===== src/rtl/ram_1p_bist.sv =====
// ram_1p_bist: built-in self test initiator for a ram_1p single-port 32-bit RAM.
// Writes a seed-derived pattern to every word, reads it back and compares,
// reporting pass/fail, a saturating error count and the first failing address.
// Optional feature macro: RAM_BIST_INV_PASS_EN adds an inverted write/read pass.
module ram_1p_bist #(
    parameter int unsigned Depth    = 128,
    parameter logic [31:0] BaseAddr = 32'h0
) (
    input  logic        clk_i,
    input  logic        rst_i,
    input  logic        start_i,
    input  logic [31:0] seed_i,
    output logic        busy_o,
    output logic        done_o,
    output logic        pass_o,
    output logic [15:0] err_cnt_o,
    output logic [31:0] err_addr_o,
    output logic        req_o,
    output logic        we_o,
    output logic [3:0]  be_o,
    output logic [31:0] addr_o,
    output logic [31:0] wdata_o,
    input  logic        rvalid_i,
    input  logic [31:0] rdata_i
);

    localparam int unsigned Aw = (Depth > 1) ? $clog2(Depth) : 1;
    localparam logic [Aw-1:0] IdxLast = Aw'(Depth - 1);

    typedef enum logic [2:0] {
        IDLE   = 3'd0,
        WR_PAT = 3'd1,
        RD_PAT = 3'd2,
`ifdef RAM_BIST_INV_PASS_EN
        WR_INV = 3'd3,
        RD_INV = 3'd4,
`endif
        DRAIN  = 3'd5
    } state_e;

    state_e        state_q, state_d;
    logic [Aw-1:0] idx_q, idx_d;
    logic [31:0]   seed_q;
    logic [15:0]   idx16;
    logic [31:0]   pat;
    logic [31:0]   addr_word;
    logic          rd_req;
    logic          inv_sel;
    logic          rd_pend_q;
    logic [31:0]   exp_q;
    logic [31:0]   exp_addr_q;
    logic          mismatch;
    logic [15:0]   err_cnt_q, err_cnt_d;
    logic [31:0]   err_addr_q, err_addr_d;
    logic          pass_q;
    logic          done_q;

    assign idx16     = 16'(idx_q);
    assign pat       = seed_q ^ {idx16, ~idx16};
    assign addr_word = BaseAddr + (32'(idx_q) << 2);

    // State register
    always_ff @(posedge clk_i) begin
        if (rst_i) begin
            state_q <= IDLE;
        end else begin
            state_q <= state_d;
        end
    end

    // Next-state, index advance and RAM request decode
    always_comb begin
        state_d = state_q;
        idx_d   = idx_q;
        req_o   = 1'b0;
        we_o    = 1'b0;
        be_o    = '0;
        addr_o  = '0;
        wdata_o = '0;
        rd_req  = 1'b0;
        inv_sel = 1'b0;
        busy_o  = 1'b1;
        case (state_q)
            IDLE: begin
                busy_o = 1'b0;
                if (start_i) begin
                    state_d = WR_PAT;
                    idx_d   = '0;
                end
            end
            WR_PAT: begin
                req_o   = 1'b1;
                we_o    = 1'b1;
                wdata_o = pat;
                idx_d   = idx_q + Aw'(1);
                if (idx_q == IdxLast) state_d = RD_PAT;
            end
            RD_PAT: begin
                req_o  = 1'b1;
                rd_req = 1'b1;
                idx_d  = idx_q + Aw'(1);
`ifdef RAM_BIST_INV_PASS_EN
                if (idx_q == IdxLast) state_d = WR_INV;
`else
                if (idx_q == IdxLast) state_d = DRAIN;
`endif
            end
`ifdef RAM_BIST_INV_PASS_EN
            WR_INV: begin
                req_o   = 1'b1;
                we_o    = 1'b1;
                wdata_o = ~pat;
                idx_d   = idx_q + Aw'(1);
                if (idx_q == IdxLast) state_d = RD_INV;
            end
            RD_INV: begin
                req_o   = 1'b1;
                rd_req  = 1'b1;
                inv_sel = 1'b1;
                idx_d   = idx_q + Aw'(1);
                if (idx_q == IdxLast) state_d = DRAIN;
            end
`endif
            DRAIN: begin
                state_d = IDLE;
            end
            default: begin
                busy_o  = 1'b0;
                state_d = IDLE;
            end
        endcase
        if (req_o) begin
            be_o   = 4'hF;
            addr_o = addr_word;
        end
    end

    // Read-data compare: saturating error count, first failing address latched once
    always_comb begin
        mismatch   = rd_pend_q && (!rvalid_i || (rdata_i != exp_q));
        err_cnt_d  = err_cnt_q;
        err_addr_d = err_addr_q;
        if (mismatch) begin
            if (err_cnt_q != '1) err_cnt_d = err_cnt_q + 16'd1;
            if (err_cnt_q == '0) err_addr_d = exp_addr_q;
        end
    end

    // Datapath registers: index, seed, compare pipeline and results
    always_ff @(posedge clk_i) begin
        if (rst_i) begin
            idx_q      <= '0;
            seed_q     <= '0;
            rd_pend_q  <= 1'b0;
            exp_q      <= '0;
            exp_addr_q <= '0;
            err_cnt_q  <= '0;
            err_addr_q <= '0;
            pass_q     <= 1'b0;
            done_q     <= 1'b0;
        end else begin
            idx_q      <= idx_d;
            rd_pend_q  <= rd_req;
            exp_q      <= rd_req ? (inv_sel ? ~pat : pat) : '0;
            exp_addr_q <= addr_word;
            done_q     <= (state_q == DRAIN);
            if (state_q == IDLE && start_i) begin
                seed_q     <= seed_i;
                err_cnt_q  <= '0;
                err_addr_q <= '0;
                pass_q     <= 1'b0;
            end else begin
                err_cnt_q  <= err_cnt_d;
                err_addr_q <= err_addr_d;
                // the last read is compared during DRAIN, so pass uses the updated count
                if (state_q == DRAIN) pass_q <= (err_cnt_d == '0);
            end
        end
    end

    assign done_o     = done_q;
    assign pass_o     = pass_q;
    assign err_cnt_o  = err_cnt_q;
    assign err_addr_o = err_addr_q;

endmodule


===== config.mk =====
export PLATFORM = sky130hd
export DESIGN_NAME = ram_1p_bist
export DESIGN_NICKNAME = d
export VERILOG_FILES = /design/src/rtl/ram_1p_bist.sv
export SDC_FILE = /design/constraint.sdc
export NUM_CORES = 1
export LEC_CHECK = 0
export ABC_AREA = 1
export CORE_MARGIN = 5
export CORE_UTILIZATION = 51
export CTS_BUF_LIST = sky130_fd_sc_hd__clkbuf_8
export DETAILED_ROUTE_END_ITERATION = 6
export PLACE_DENSITY = 0.95
export SLEW_MARGIN = 5
export SYNTH_ARGS = -nofsm -noshare
export SYNTH_HDL_FRONTEND = slang
export SYNTH_SLANG_ARGS = --single-unit

===== constraint.sdc =====
create_clock -name clk_i -period 3.3 [get_ports clk_i]
set_clock_uncertainty 0.15 [all_clocks]
set_input_delay 0.825 -clock clk_i [delete_from_list [all_inputs] [get_ports clk_i]]
set_output_delay 0.825 -clock clk_i [all_outputs]
set_load 0.1 [all_outputs]

==> impl_results.md <==
* Worst EP required at 2320 ps
* Status: completed
* Adder-cell area share of the yosys netlist at 0.693%
* Post-layout util at 70.9%
* Post-Place Worst Slack at 103 ps
* Slew Limit Fails at 0
* Complex-gate fraction of the synthesized area at 11.2%
* CTS Buffer Depth at 2
* Main combinational cell family by area after synthesis: simple AND/OR/NAND/NOR gates
* Crit Path Max Fanout at 9
* Pwr Total at 3.36 mW
* RSZ-0062 raised after global routing: false
* Ys async rst share at 0%
* Die area at 0.0128 mm²
* Hold-fix buffers, CTS at 0
* Post-route ant nets at 0
* Area of the mapped netlist at 0.00542 mm²
* Arr. time, crit path at 2140 ps
* Dpl hpwl at 11900 µm
* Main synth FF type: dfxtp_1
* Final worst slack at 190 ps
* DRC errors left at 0
* WL final at 15200 µm
* Slew headroom at 65.3%
* Post-Synth Simple-Gate Area at 26.2%
* Hold_ws at 304 ps
* Worst-Skew Late Latency at 350 ps
* Initial antenna violation count at 0
* GR Util met3 at 4.12%
* H-tree depth at 3
* CTS buffer count at 9
* Core Footprint at 0.0103 mm²
* DP Area at 0.00714 mm²
* Clock edge transition at the registers on the reported setup and hold paths at 100 ps
* Vias/cell at 4.93
* Mapped Cells at 776
* Post-synthesis area per instance at 6.98 µm²
* CTS tree: built
* Layout cells sized above 1 at 14.1%
* GR Util met1 at 28.8%
* First-pass GRT wire length at 23800 µm
* Die span in y at 113 µm
* Largest net degree at the start of global routing at 65
* Synth Area in XOR/XNOR at 4.04%
* Row count at 37
* Hold Fails Final Rpt at 0
* Inst Count DP at 1027
* Slew @ Worst Pin at 520 ps
* WL/cell at 14.6 µm
* Multiplexer share of the synthesized area at 0%
* Grt peak-use layer: met2
* Peak Freq at 0.322 GHz
* HP Class: reg2reg
* Cell Count, Final, Fillers Out at 1042
* Area delta synth->final at 35.1%
* Synth Warn # at 0
* Commonest non-fill, non-tap cell in the layout: nand2_1
* Antenna cells at 0
* Setup crit end kind: primary output
* VDD IR-drop max at 0.352 mV
* Most frequent cells in the layout: 122 x nand2_1, 121 x inv_1, 111 x nor2_1
* Final setup viols at 0
* Sequential fraction of the synthesis area at 39.5%
* Via count at 5136
* Number of DRC markers in iteration 0 at 398
* FF+latch count, synth at 107
* Drt pass-1 iters at 5
* IO Port Bufs at 138
* Max cap viols at 0
* IO Count at 189
* Final TNS setup at 0 ps
* Final min period at 3110 ps
* Total gr overflow at 0
* Vias in the first global route at 4825
* Cts repair resizes at 0
* GPL Wtd Cong at 0.972
* Initial Util at 52.5%
* CTS sink cnt at 107
* Final Cycle Share at 94.2%
* Width of the die at 113 µm
* Crit Path Category: reg2out
* Root Buffer: clkbuf_8
* Post-route cell area at 0.00732 mm²
* Pleak at 3.21 nW
* Post-synth EDFFs at 0
* Post CTS Setup Buffer Count at 0
* Met2 usage at 38.6%
* Yosys cell types at 38
* Final nets at 973
* PD cells at 459 mW/mm²
* Startpoint Class: register
* Gr usage total at 23.0%
## cells by family (layout without fill, tap and decap cells)
group / after synthesis / after routing
AOI/OAI and AO/OA: 117 / 117
xor gates and xnor gates: 25 / 25
adders and majority gates: 3 / 3
buffers and inverters: 202 / 283
DFF: 107 / 107
other: 1 / 50
and+or+nand+nor: 321 / 321
## metal layers
metal  share of wire, %  vias to the layer above
met1                 40                     2300
li1                   -                     2554
met4                3.9                        0
met3                8.2                       42
met2                 48                      240
met5                  0                        -
## power breakdown
part	internal [mW]	total [mW]	switching, mW
logic	0.339	1.23	0.892
registers	1.34	1.37	0.0353
clock network	0.344	0.759	0.416
## worst paths after layout
| check | from | end | slack, ps | cells past startpoint |
|---|---|---|---|---|
| setup reg to reg | err_cnt_o[0]$_SDFF_PP0_ | pass_o$_SDFFE_PP0P_ | 830 | 14 |
| setup / recovery | state_q[2]$_SDFFE_PP0P_ | addr_o[3] | 190 | 6 |
| hold / removal | err_addr_o[5]$_SDFFE_PP0P_ | err_addr_o[5]$_SDFFE_PP0P_ | 300 | 2 |
| hold reg to reg | err_addr_o[5]$_SDFFE_PP0P_ | err_addr_o[5]$_SDFFE_PP0P_ | 300 | 2 |
## area by class of cell
type | count | area, µm²
fillers | 763 | 3000
multi-input cells | 516 | 2530
flip-flops and latches | 107 | 2140
repair buffers | 144 | 1820
inverters | 124 | 467
well taps | 136 | 170
clock buffers | 9 | 124
clock inverters | 6 | 58.8
## sequential cells by signal (all words and copies together) (netlist names)
register,count
idx_q,7
err_addr_o,7
exp_q,32
exp_addr_q,7
pass_o,1
done_o,1
state_q,3
err_cnt_o,16
rd_pend_q,1
seed_q,32
## Yosys cell counts (3+ instances only)
library cell | n | area, µm²
nand2_1 | 124 | 465
inv_1 | 119 | 447
nor2_1 | 118 | 443
dfxtp_1 | 107 | 2140
buf_4 | 55 | 413
a21oi_1 | 53 | 265
o21ai_0 | 51 | 255
nand3_1 | 32 | 160
clkbuf_1 | 17 | 63.8
xnor2_1 | 14 | 123
xor2_1 | 11 | 96.3
nor3_1 | 10 | 50.1
nand3_2 | 7 | 70.1
nand4_1 | 6 | 37.5
nand2_2 | 5 | 31.3
inv_2 | 4 | 15.0
nor2_2 | 4 | 25.0
nor3_2 | 4 | 40.0
o21ai_1 | 4 | 20.0
buf_1 | 3 | 11.3
buf_6 | 3 | 33.8
ha_1 | 3 | 37.5
nand3b_1 | 3 | 22.5
## worst max-delay path, stage by stage, from the launching register on
cell and delay, ps:
dfxtp_1 350, nor2_1 240, nand2_1 120, nand2_2 310, clkinv_2 360, nor2_4 210, buf_12 190
Note: power is estimated with default switching activity, not from simulation.
